==> config.mk <==
export PLATFORM = sky130hd
export DESIGN_NAME = redux_loader_flat
export DESIGN_NICKNAME = d
export VERILOG_FILES = /design/src/rtl/redux_loader_if.sv /design/src/rtl/redux_loader.sv /design/src/flat_wrapper.sv
export SDC_FILE = /design/constraint.sdc
export NUM_CORES = 1
export LEC_CHECK = 0
export CAP_MARGIN = 20
export CORE_AREA = 2 2 98 62
export DETAILED_ROUTE_END_ITERATION = 8
export DIE_AREA = 0 0 100 64
export GPL_TIMING_DRIVEN = 0
export PLACE_DENSITY = 0.68
export SLEW_MARGIN = 25
export SYNTH_ARGS = -nofsm -noshare
export SYNTH_HDL_FRONTEND = slang
export SYNTH_SLANG_ARGS = --single-unit
==> constraint.sdc <==
create_clock -name clk -period 2.14 [get_ports clk]
set_input_delay 0.428 -clock clk [delete_from_list [all_inputs] [get_ports clk]]
set_output_delay 0.428 -clock clk [all_outputs]
set_load 0.005 [all_outputs]
==> src/rtl/redux_loader_if.sv <==
// Handshake bundle around the redux loader: the byte stream in, and the
// instruction-memory write port out. The loader is the slave side; the
// stream source / memory pair is the master side.
interface redux_loader_if #(
    parameter int ADDR_W = 8,
    parameter int DATA_W = 8
);
    logic              in_valid;
    logic [DATA_W-1:0] in_data;
    logic              in_ready;
    logic              imem_we;
    logic [ADDR_W-1:0] imem_addr;
    logic [DATA_W-1:0] imem_wdata;

    modport master (
        output in_valid, in_data,
        input  in_ready, imem_we, imem_addr, imem_wdata
    );

    modport slave (
        input  in_valid, in_data,
        output in_ready, imem_we, imem_addr, imem_wdata
    );
endinterface

==> src/rtl/redux_loader.sv <==
// Boot-time program loader for the redux core. Takes a length-prefixed byte
// stream (L, N data bytes, checksum), writes the data into instruction memory
// from address 0, verifies the additive checksum and then releases the core.
module redux_loader #(
    parameter int ADDR_W = 8,
    parameter int DATA_W = 8
) (
    input  logic              clk,
    input  logic              reset,
    input  logic              load,
    redux_loader_if.slave     bus,
    output logic              core_reset,
    output logic              done,
    output logic              err,
    output logic [ADDR_W:0]   count
);
    typedef enum logic [2:0] {
        S_LEN,
        S_DATA,
        S_CHECK,
        S_RUN,
        S_ERROR
    } state_t;

    // L = 0 encodes a full memory image of 2^ADDR_W bytes.
    localparam logic [ADDR_W:0] FULL_LEN  = {1'b1, {ADDR_W{1'b0}}};
    localparam logic [ADDR_W:0] COUNT_ONE = {{ADDR_W{1'b0}}, 1'b1};

    state_t            state;
    logic [ADDR_W:0]   n_bytes;
    logic [DATA_W-1:0] sum;
    logic [ADDR_W:0]   count_inc;
    logic              xfer;

    // Stream is accepted in the three loading states only; the reset term
    // keeps in_ready low for as long as reset is held, and lets it rise in
    // LEN the moment reset is released.
    assign bus.in_ready = !reset &&
                          (state == S_LEN || state == S_DATA || state == S_CHECK);
    assign xfer         = bus.in_valid && bus.in_ready;
    assign count_inc    = count + COUNT_ONE;

    // Loader FSM with all outputs registered; the write port is a one-cycle
    // strobe issued on the cycle after each data-byte transfer.
    always_ff @(posedge clk or posedge reset) begin
        if (reset) begin
            state          <= S_LEN;
            n_bytes        <= '0;
            sum            <= '0;
            count          <= '0;
            bus.imem_we    <= 1'b0;
            bus.imem_addr  <= '0;
            bus.imem_wdata <= '0;
            core_reset     <= 1'b1;
            done           <= 1'b0;
            err            <= 1'b0;
        end else begin
            // NOTE: non-blocking assignments throughout, so every branch
            // below reads the pre-edge values of count, sum and state.
            bus.imem_we <= 1'b0;
            case (state)
                S_LEN: begin
                    if (xfer) begin
                        n_bytes <= (bus.in_data == '0) ? FULL_LEN
                                                       : (ADDR_W+1)'(bus.in_data);
                        count   <= '0;
                        sum     <= '0;
                        state   <= S_DATA;
                    end
                end
                S_DATA: begin
                    if (xfer) begin
                        bus.imem_we    <= 1'b1;
                        bus.imem_addr  <= count[ADDR_W-1:0];
                        bus.imem_wdata <= bus.in_data;
                        sum            <= sum + bus.in_data;
                        count          <= count_inc;
                        if (count_inc == n_bytes) begin
                            state <= S_CHECK;
                        end
                    end
                end
                S_CHECK: begin
                    if (xfer) begin
                        if (bus.in_data == sum) begin
                            core_reset <= 1'b0;
                            done       <= 1'b1;
                            state      <= S_RUN;
                        end else begin
                            err   <= 1'b1;
                            state <= S_ERROR;
                        end
                    end
                end
                S_RUN, S_ERROR: begin
                    if (load) begin
                        core_reset <= 1'b1;
                        done       <= 1'b0;
                        err        <= 1'b0;
                        state      <= S_LEN;
                    end
                end
                default: begin
                    core_reset <= 1'b1;
                    done       <= 1'b0;
                    err        <= 1'b0;
                    state      <= S_LEN;
                end
            endcase
        end
    end
endmodule

==> src/flat_wrapper.sv <==
// flat-port wrapper written by rule: the top's interface ports become plain ports
module redux_loader_flat 
#(
    parameter int ADDR_W = 8,
    parameter int DATA_W = 8
)
  (clk, reset, load, core_reset, done, err, count, bus_in_valid, bus_in_data, bus_in_ready, bus_imem_we, bus_imem_addr, bus_imem_wdata);
  redux_loader_if #(.ADDR_W(ADDR_W), .DATA_W(DATA_W)) bus_i ();
  input  logic clk;
  input  logic reset;
  input  logic load;
  output logic core_reset;
  output logic done;
  output logic err;
  output logic [ADDR_W:0] count;
  input wire logic [$bits(bus_i.in_valid)-1:0] bus_in_valid;
  input wire logic [$bits(bus_i.in_data)-1:0] bus_in_data;
  output wire logic [$bits(bus_i.in_ready)-1:0] bus_in_ready;
  output wire logic [$bits(bus_i.imem_we)-1:0] bus_imem_we;
  output wire logic [$bits(bus_i.imem_addr)-1:0] bus_imem_addr;
  output wire logic [$bits(bus_i.imem_wdata)-1:0] bus_imem_wdata;
  assign bus_i.in_valid = bus_in_valid;
  assign bus_i.in_data = bus_in_data;
  assign bus_in_ready = bus_i.in_ready;
  assign bus_imem_we = bus_i.imem_we;
  assign bus_imem_addr = bus_i.imem_addr;
  assign bus_imem_wdata = bus_i.imem_wdata;
  redux_loader #(.ADDR_W(ADDR_W), .DATA_W(DATA_W)) u_core (.clk(clk), .reset(reset), .load(load), .bus(bus_i), .core_reset(core_reset), .done(done), .err(err), .count(count));
endmodule
==> impl_results.md, run 1 <==
* Final Setup Violations at 0
* Max Cap Viol at 0
* Clock Skew at 0.00252 ns
* CTS tree: built
* WL final at 5990 um
* Hold Slack at 0.479 ns
* Die ar. at 6400 um2
* Area growth from synthesis to layout at 29.6%
* Filler instances at 490
* Unrepaired setup endpoints after global routing: false
* Tot GR Track Use at 20.2%
* Mapped Area at 2580 um2
* Nets at 338
* EDFF count, synth at 0
* Yosys warning count at 0
* Cell row count at 21
* Avg Vias per Cell at 5.43
* Worst path max stage delay at 0.52 ns
* PortBufs at 41
* Worst path required time at 1.71 ns
* Worst Path Buf+Inv at 2
* Max H-tree Level at 2
* Syn_area_per_cell at 9.69 um2
* Critical Path Source Type: input pin
* Crit path arrival time at 1.63 ns
* Dpl hpwl at 4360 um
* Slew Viols, Final at 0
* Syn_nets at 287
* Clk buf depth at 2
* Slew @ Worst Pin at 0.465 ns
* CP most frequent cell: clkdlybuf4s50_1
* Hold Path Class: reg -> reg
* Die X at 100 um
* Critical path cell sequence: clkdlybuf4s50_1, a211oi_2, clkdlybuf4s50_1
* Dpl ws at -0.566 ns
* Worst IR Drop VDD at 695 uV
* Fin crit period at 2.06 ns
* Vias in the first global route at 2049
* Crit-path max FO at 2
* First-pass GRT wire length at 10100 um
* # IOs at 42
* Hold buffer count at cts at 0
* Crit end category: output port
* # DRC at 0
* Synthesis-stage register bit count at 49
* # diodes at 0
* Top_reg_cell synth: dfrtp_1
* TritonCTS Sinks at 49
* Leakage at 1.51 nW
* Rel. slew slack at 69.0%
* Initial antenna violation count at 0
* Setup ws final at 0.0811 ns
* Slowest-stage cell, CP: clkdlybuf4s50_1
* Synth cell types at 45
* Largest net degree at the start of global routing at 21
* Post-Synthesis Cells at 266
* Number of CTS-inserted buffers at 5
* Period utilization at 96.2%
* PwrDens at 1070 nW/um2
* Maximum clock frequency at 0.486 GHz
* Clk slew on worst S/H paths at 0.09 ns
* Die Ht at 64 um
* Family with the most delay on the worst path: buffers and inverters
* Root buffer cell: clkbuf_8
* Worst-Skew Late Latency at 0.30 ns
* Vias at 2100
* Final RePlAce weighted congestion at 0.768
* Final Hold Viols at 0
* Iter 0 DRT Violations at 115
* WL/cell at 15.5 um
* Initial Util at 47.2%
* CORE AREA at 5470 um2
* DRT Pass-1 Iters at 4
* Outcome: completed
* Ys async rst share at 100%
* Critical path type: in -> out
* Post-synthesis sequential area ratio at 47.6%
* Flop2flop setup slack at 0.16 ns
* Post-route ant nets at 0
* GRT overflow at 0
* Share of cells above drive strength 1 at 17.0%
## through the flow
stage                     power [mW]  TNS (ns)  util (%)  area (um2)  instances
after floorplan                 2.32    -0.102         -        2600        266
after global placement          2.78    -50.17      56.7        3100        376
after detailed placement        2.83    -17.55      57.7        3150        378
after global routing            3.85         0      61.2        3340        387
after CTS                       3.54         0      60.2        3290        386
final                           3.59         0      61.2        3340        387
## cells in the mapped netlist, drive strengths merged, types with 3 or more instances
master	instances	area [um2]
o41ai	3	26.3
nand2	70	263
nor4	6	43.8
buf	7	41.3
a22o	3	26.3
a21oi	6	30.0
xnor2	16	148
nand3	8	57.6
clkbuf	4	15.0
mux2	8	90.1
ha	8	100
nor2	17	78.8
a21o	7	52.6
dfrtp	48	1200
inv	4	15.0
nand4	3	40.0
o21ai	18	90.1
nor3	5	25.0
xor2	5	43.8
## state kept, by name (all words and copies together) (netlist names)
| name | cells |
|---|---|
| u_core.bus.imem_we | 1 |
| u_core.state | 3 |
| u_core.sum | 8 |
| u_core.bus.imem_wdata | 8 |
| u_core.count | 9 |
| u_core.bus.imem_addr | 8 |
| u_core.done | 1 |
| u_core.n_bytes | 9 |
| u_core.core_reset | 1 |
| u_core.err | 1 |
## final timing paths
kind,start,endpoint,depth (start not counted)
worst max-delay path,reset,bus_in_ready,3
min in group asynchronous,reset,u_core.err$_DFFE_PP0P_,3
max in group asynchronous,reset,u_core.sum[2]$_DFFE_PP0P_,4
worst max register to register,u_core.count[0]$_DFFE_PP0P_,u_core.state[0]$_DFFE_PP0P_,7
worst min register to register,u_core.core_reset$_DFFE_PP1P_,u_core.core_reset$_DFFE_PP1P_,2
worst min-delay path,u_core.core_reset$_DFFE_PP1P_,u_core.core_reset$_DFFE_PP1P_,2
## worst register-to-register path, stage by stage (launching register included)
cell and delay [ns]:
dfrtp_2 0.48, ha_2 0.30, nand2_1 0.18, nor2_1 0.26, xnor2_1 0.15, nand3_1 0.10, nor4_2 0.27, o21ai_1 0.12
## routing by layer
layer  global-route usage [%]  part of all wire, %  up-vias
li1                         -                    -     1021
met1                     31.1                   51     1023
met2                     29.3                   43       51
met3                     3.94                  4.7        5
met4                     4.62                 0.67        0
met5                        0                    0        -
## cell usage in the layout (no fill, tap or decap), types with 3 or more instances in the layout
cell type and instances:
nand2_1 70, dfrtp_1 46, clkdlybuf4s50_1 39, o21ai_0 16, nor2_1 15, xnor2_1 15
mux2_2 8, a21o_1 7, buf_2 6, nand3_1 6, clkbuf_8 6, nor3_1 5
a21oi_1 5, xor2_1 5, ha_2 4, inv_1 3, a22o_1 3, o41ai_1 3
nor4_1 3, ha_1 3
## area by class of cell
| class | count | area [um2] | share of cell area (%) |
|---|---|---|---|
| buffer | 10 | 55.1 | 1.65 |
| clock buffer | 7 | 86.3 | 2.58 |
| clock inverter | 1 | 30.0 | 0.898 |
| inverter | 5 | 27.5 | 0.823 |
| multi-input combinational | 201 | 1350 | 40.4 |
| sequential | 49 | 1230 | 36.8 |
| tap | 69 | 86.3 | 2.58 |
| timing repair buffer | 45 | 478 | 14.3 |
## where the power goes
part	switching [mW]	internal, mW
Clock	0.313	0.382
Combinational	0.687	0.791
Sequential	0.226	1.19
Total	1.23	2.36
## repair_timing
item | CTS | global route
pin swaps | 2 | 1
setup endpoints to repair | 44 | 6
buffers inserted | 1 | 1
resized for setup | 8 | 9
## cell families after synthesis
kind of cell | count (synthesis) | synth area share (%)
XOR/XNOR | 21 | 7.42
adder cells (fa/ha/maj) | 9 | 4.66
flip-flops | 49 | 47.6
AND/OR/NAND/NOR | 114 | 21.2
multiplexers | 8 | 3.49
buffers and inverters | 16 | 2.91
AO/OA/AOI/OAI | 49 | 12.7
Note: power is estimated with default switching activity, not from simulation.
==> run 2: changes to the inputs <==
Settings changed: CORE_AREA 2 2 98 62 to 2 2 85 54, DIE_AREA 0 0 100 64 to 0 0 87 56, DONT_BUFFER_PORTS from default to 1, PLACE_DENSITY 0.68 to 0.75.
Clock period 2.14 ns to 2.61 ns, I/O delays scaled along.
==> impl_results.md, run 2 (synthesized netlist as in run 1, its figures left out) <==
* WL/cell at 16.9 um (+9.0%)
* Clk buf depth at 2 (unchanged)
* Path depth of the worst reg2reg path at 7 (unchanged)
* GRT overflow at 0 (unchanged)
* Most frequent cells in the layout: nand2_1, dfrtp_1, o21ai_0, nor2_1, xnor2_1
* Vias at 1959 (-6.7%)
* Die X at 87 um (-13%)
* PwrDens at 955 nW/um2 (-11%)
* Slew Viols, Final at 0 (unchanged)
* Crit end category: flop
* # IOs at 42 (unchanged)
* Filler instances at 329 (-33%)
* Die Ht at 56 um (-13%)
* Clock Skew at 0.00819 ns (+0.00567 ns)
* Hold Slack at 0.0998 ns (-0.379 ns)
* # DRC at 0 (unchanged)
* Power share of the combinational group at 34.9% (-6.3 points)
* Rel. slew slack at 65.3% (-3.7 points)
* Clk slew on worst S/H paths at 0.09 ns (about the same)
* Cell row count at 18 (-14%)
* Max H-tree Level at 2 (unchanged)
* Worst path required time at 2.86 ns (+1.15 ns)
* PortBufs at 0 (-100%)
* Hold buffer count at cts at 0 (unchanged)
* Largest registers: u_core.count x9, u_core.n_bytes x9
* Worst IR Drop VDD at 584 uV (-16%)
* DRT Pass-1 Iters at 4 (unchanged)
* Avg Vias per Cell at 6.03 (+11%)
* Maximum clock frequency at 0.467 GHz
* Final Hold Viols at 0 (unchanged)
* Root buffer cell: clkbuf_8
* Fin Setup TNS at 0 ns (unchanged)
* Util after Layout at 69.0% (+7.8 points)
* Dpl hpwl at 4010 um (-8.1%)
* CTS tree: built
* Seq pwr share at 43.9% (+4.4 points)
* Critical Path Source Type: flop
* R2R Path Start: u_core.count[0]$_DFFE_PP0P_
* Reg2reg end: u_core.state[1]$_DFFE_PP0P_
* Clock power frac at 21.2% (+1.8 points)
* Initial Util at 64.0% (+17 points)
* Share of cells above drive strength 1 at 12.7% (-4.3 points)
* WL final at 5490 um (-8.4%)
* Worst-Skew Late Latency at 0.30 ns (about the same)
* Internal power at 1.71 mW (-27%)
* Largest net degree at the start of global routing at 33 (+57%)
* Most common cell after layout, fill and taps aside: nand2_1
* TritonCTS Sinks at 49 (unchanged)
* Final Setup Violations at 0 (unchanged)
* Nets at 295 (-13%)
* Number of CTS-inserted buffers at 5 (unchanged)
* Vias in the first global route at 1944 (-5.1%)
* First-pass GRT wire length at 9570 um (-5.6%)
* Post_cts resized at 0 (-8)
* Hold Path Class: in -> async
* Period utilization at 82.1%
* Fin crit period at 2.14 ns
* Post-CTS setup buffer count at 0 (-1)
* Tot Pwr at 2.66 mW (-26%)
* Tot GR Track Use at 25.2% (+5.1 points)
* # diodes at 0 (unchanged)
* Post-route ant nets at 0 (unchanged)
* Initial antenna violation count at 0 (unchanged)
* Cell count after placement at 317 (-16%)
* Final RePlAce weighted congestion at 0.882 (+15%)
* Slew @ Worst Pin at 0.520 ns (+0.0548 ns)
* Iter 0 DRT Violations at 97 (-16%)
* Flop2flop setup slack at 0.47 ns (+0.31 ns)
* Crit-path max FO at 7 (+5)
* Area growth from synthesis to layout at 7.86%
* Unrepaired setup endpoints after global routing: false
* Outcome: completed
* Net switching fraction of the power at 35.4% (+1.3 points)
* Crit path arrival time at 2.39 ns (+0.76 ns)
* Die ar. at 4870 um2 (-24%)
* CORE AREA at 4030 um2 (-26%)
* Critical path type: reg -> reg
* Setup crit start: u_core.count[0]$_DFFE_PP0P_
* Leakage at 1.32 nW (-13%)
* Max Cap Viol at 0 (unchanged)
* Psw at 941 uW (-23%)
* Layout Cells excl Fill at 325 (-16%)
-- run 2: cell count changes in the layout (fill, tap and decap cells not counted), sizes merged --
cell / previous run / this run
buf: 11 / 8
clkdlybuf4s50: 39 / 0
clkbuf: 10 / 11
dlygate4sd2: 2 / 0
-- run 2: final cells by class --
| cell class | count | area (um2) | area share, % |
|---|---|---|---|
| Buffer | 11 | 56.3 | 2.02 |
| Sequential cell | 49 | 1230 | 44.1 |
| Clock buffer | 7 | 86.3 | 3.10 |
| Multi-Input combinational cell | 201 | 1280 | 45.9 |
| Tap cell | 50 | 62.6 | 2.25 |
| Timing Repair Buffer | 1 | 20.0 | 0.720 |
| Clock inverter | 1 | 30.0 | 1.08 |
| Inverter | 5 | 22.5 | 0.810 |
-- run 2: worst max-delay path, cell delays in order (launching register included) --
cell and delay (ns):
dfrtp_1 0.55, ha_1 0.40, nand2_1 0.24, nor2_1 0.26, xnor2_1 0.15, nand3_1 0.12
nor4_2 0.22, a21o_1 0.16
-- run 2: per-stage QoR --
stage | area, um2 | worst slack (ns)
3_3_place_gp | 2650 | -0.402
2_1_floorplan | 2580 | 0.229
6_report | 2780 | 0.467
4_1_cts | 2780 | 0.483
5_1_grt | 2780 | 0.233
3_5_place_dp | 2670 | 0.225
-- run 2: per-layer routing --
| layer | vias to the layer above | track usage (%) | wire [um] |
|---|---|---|---|
| li1 | 932 | - | - |
| met1 | 967 | 38.9 | 2790 |
| met2 | 55 | 35.4 | 2320 |
| met3 | 5 | 7.27 | 347 |
| met4 | 0 | 4.69 | 32 |
| met5 | - | 0 | 0 |
-- run 2: worst max-delay path by stage --
stage                                   to  slack (ns)
4_1_cts        u_core.state[1]$_DFFE_PP0P_        0.48
2_1_floorplan    u_core.sum[7]$_DFFE_PP0P_        0.23
3_3_place_gp     u_core.sum[0]$_DFFE_PP0P_       -0.40
3_5_place_dp   u_core.count[7]$_DFFE_PP0P_        0.23
5_1_grt        u_core.state[0]$_DFFE_PP0P_        0.23
6_report       u_core.state[1]$_DFFE_PP0P_        0.47
-- run 2: power by group through the flow --
stage                     registers, mW  logic (mW)  clock network, mW
after CTS                          1.17       0.924              0.565
after detailed placement           1.18       0.918                  0
after global routing               1.20        1.06              0.600
after floorplan                    1.13       0.755                  0
final                              1.17       0.927              0.564
after global placement             1.17       0.877                  0
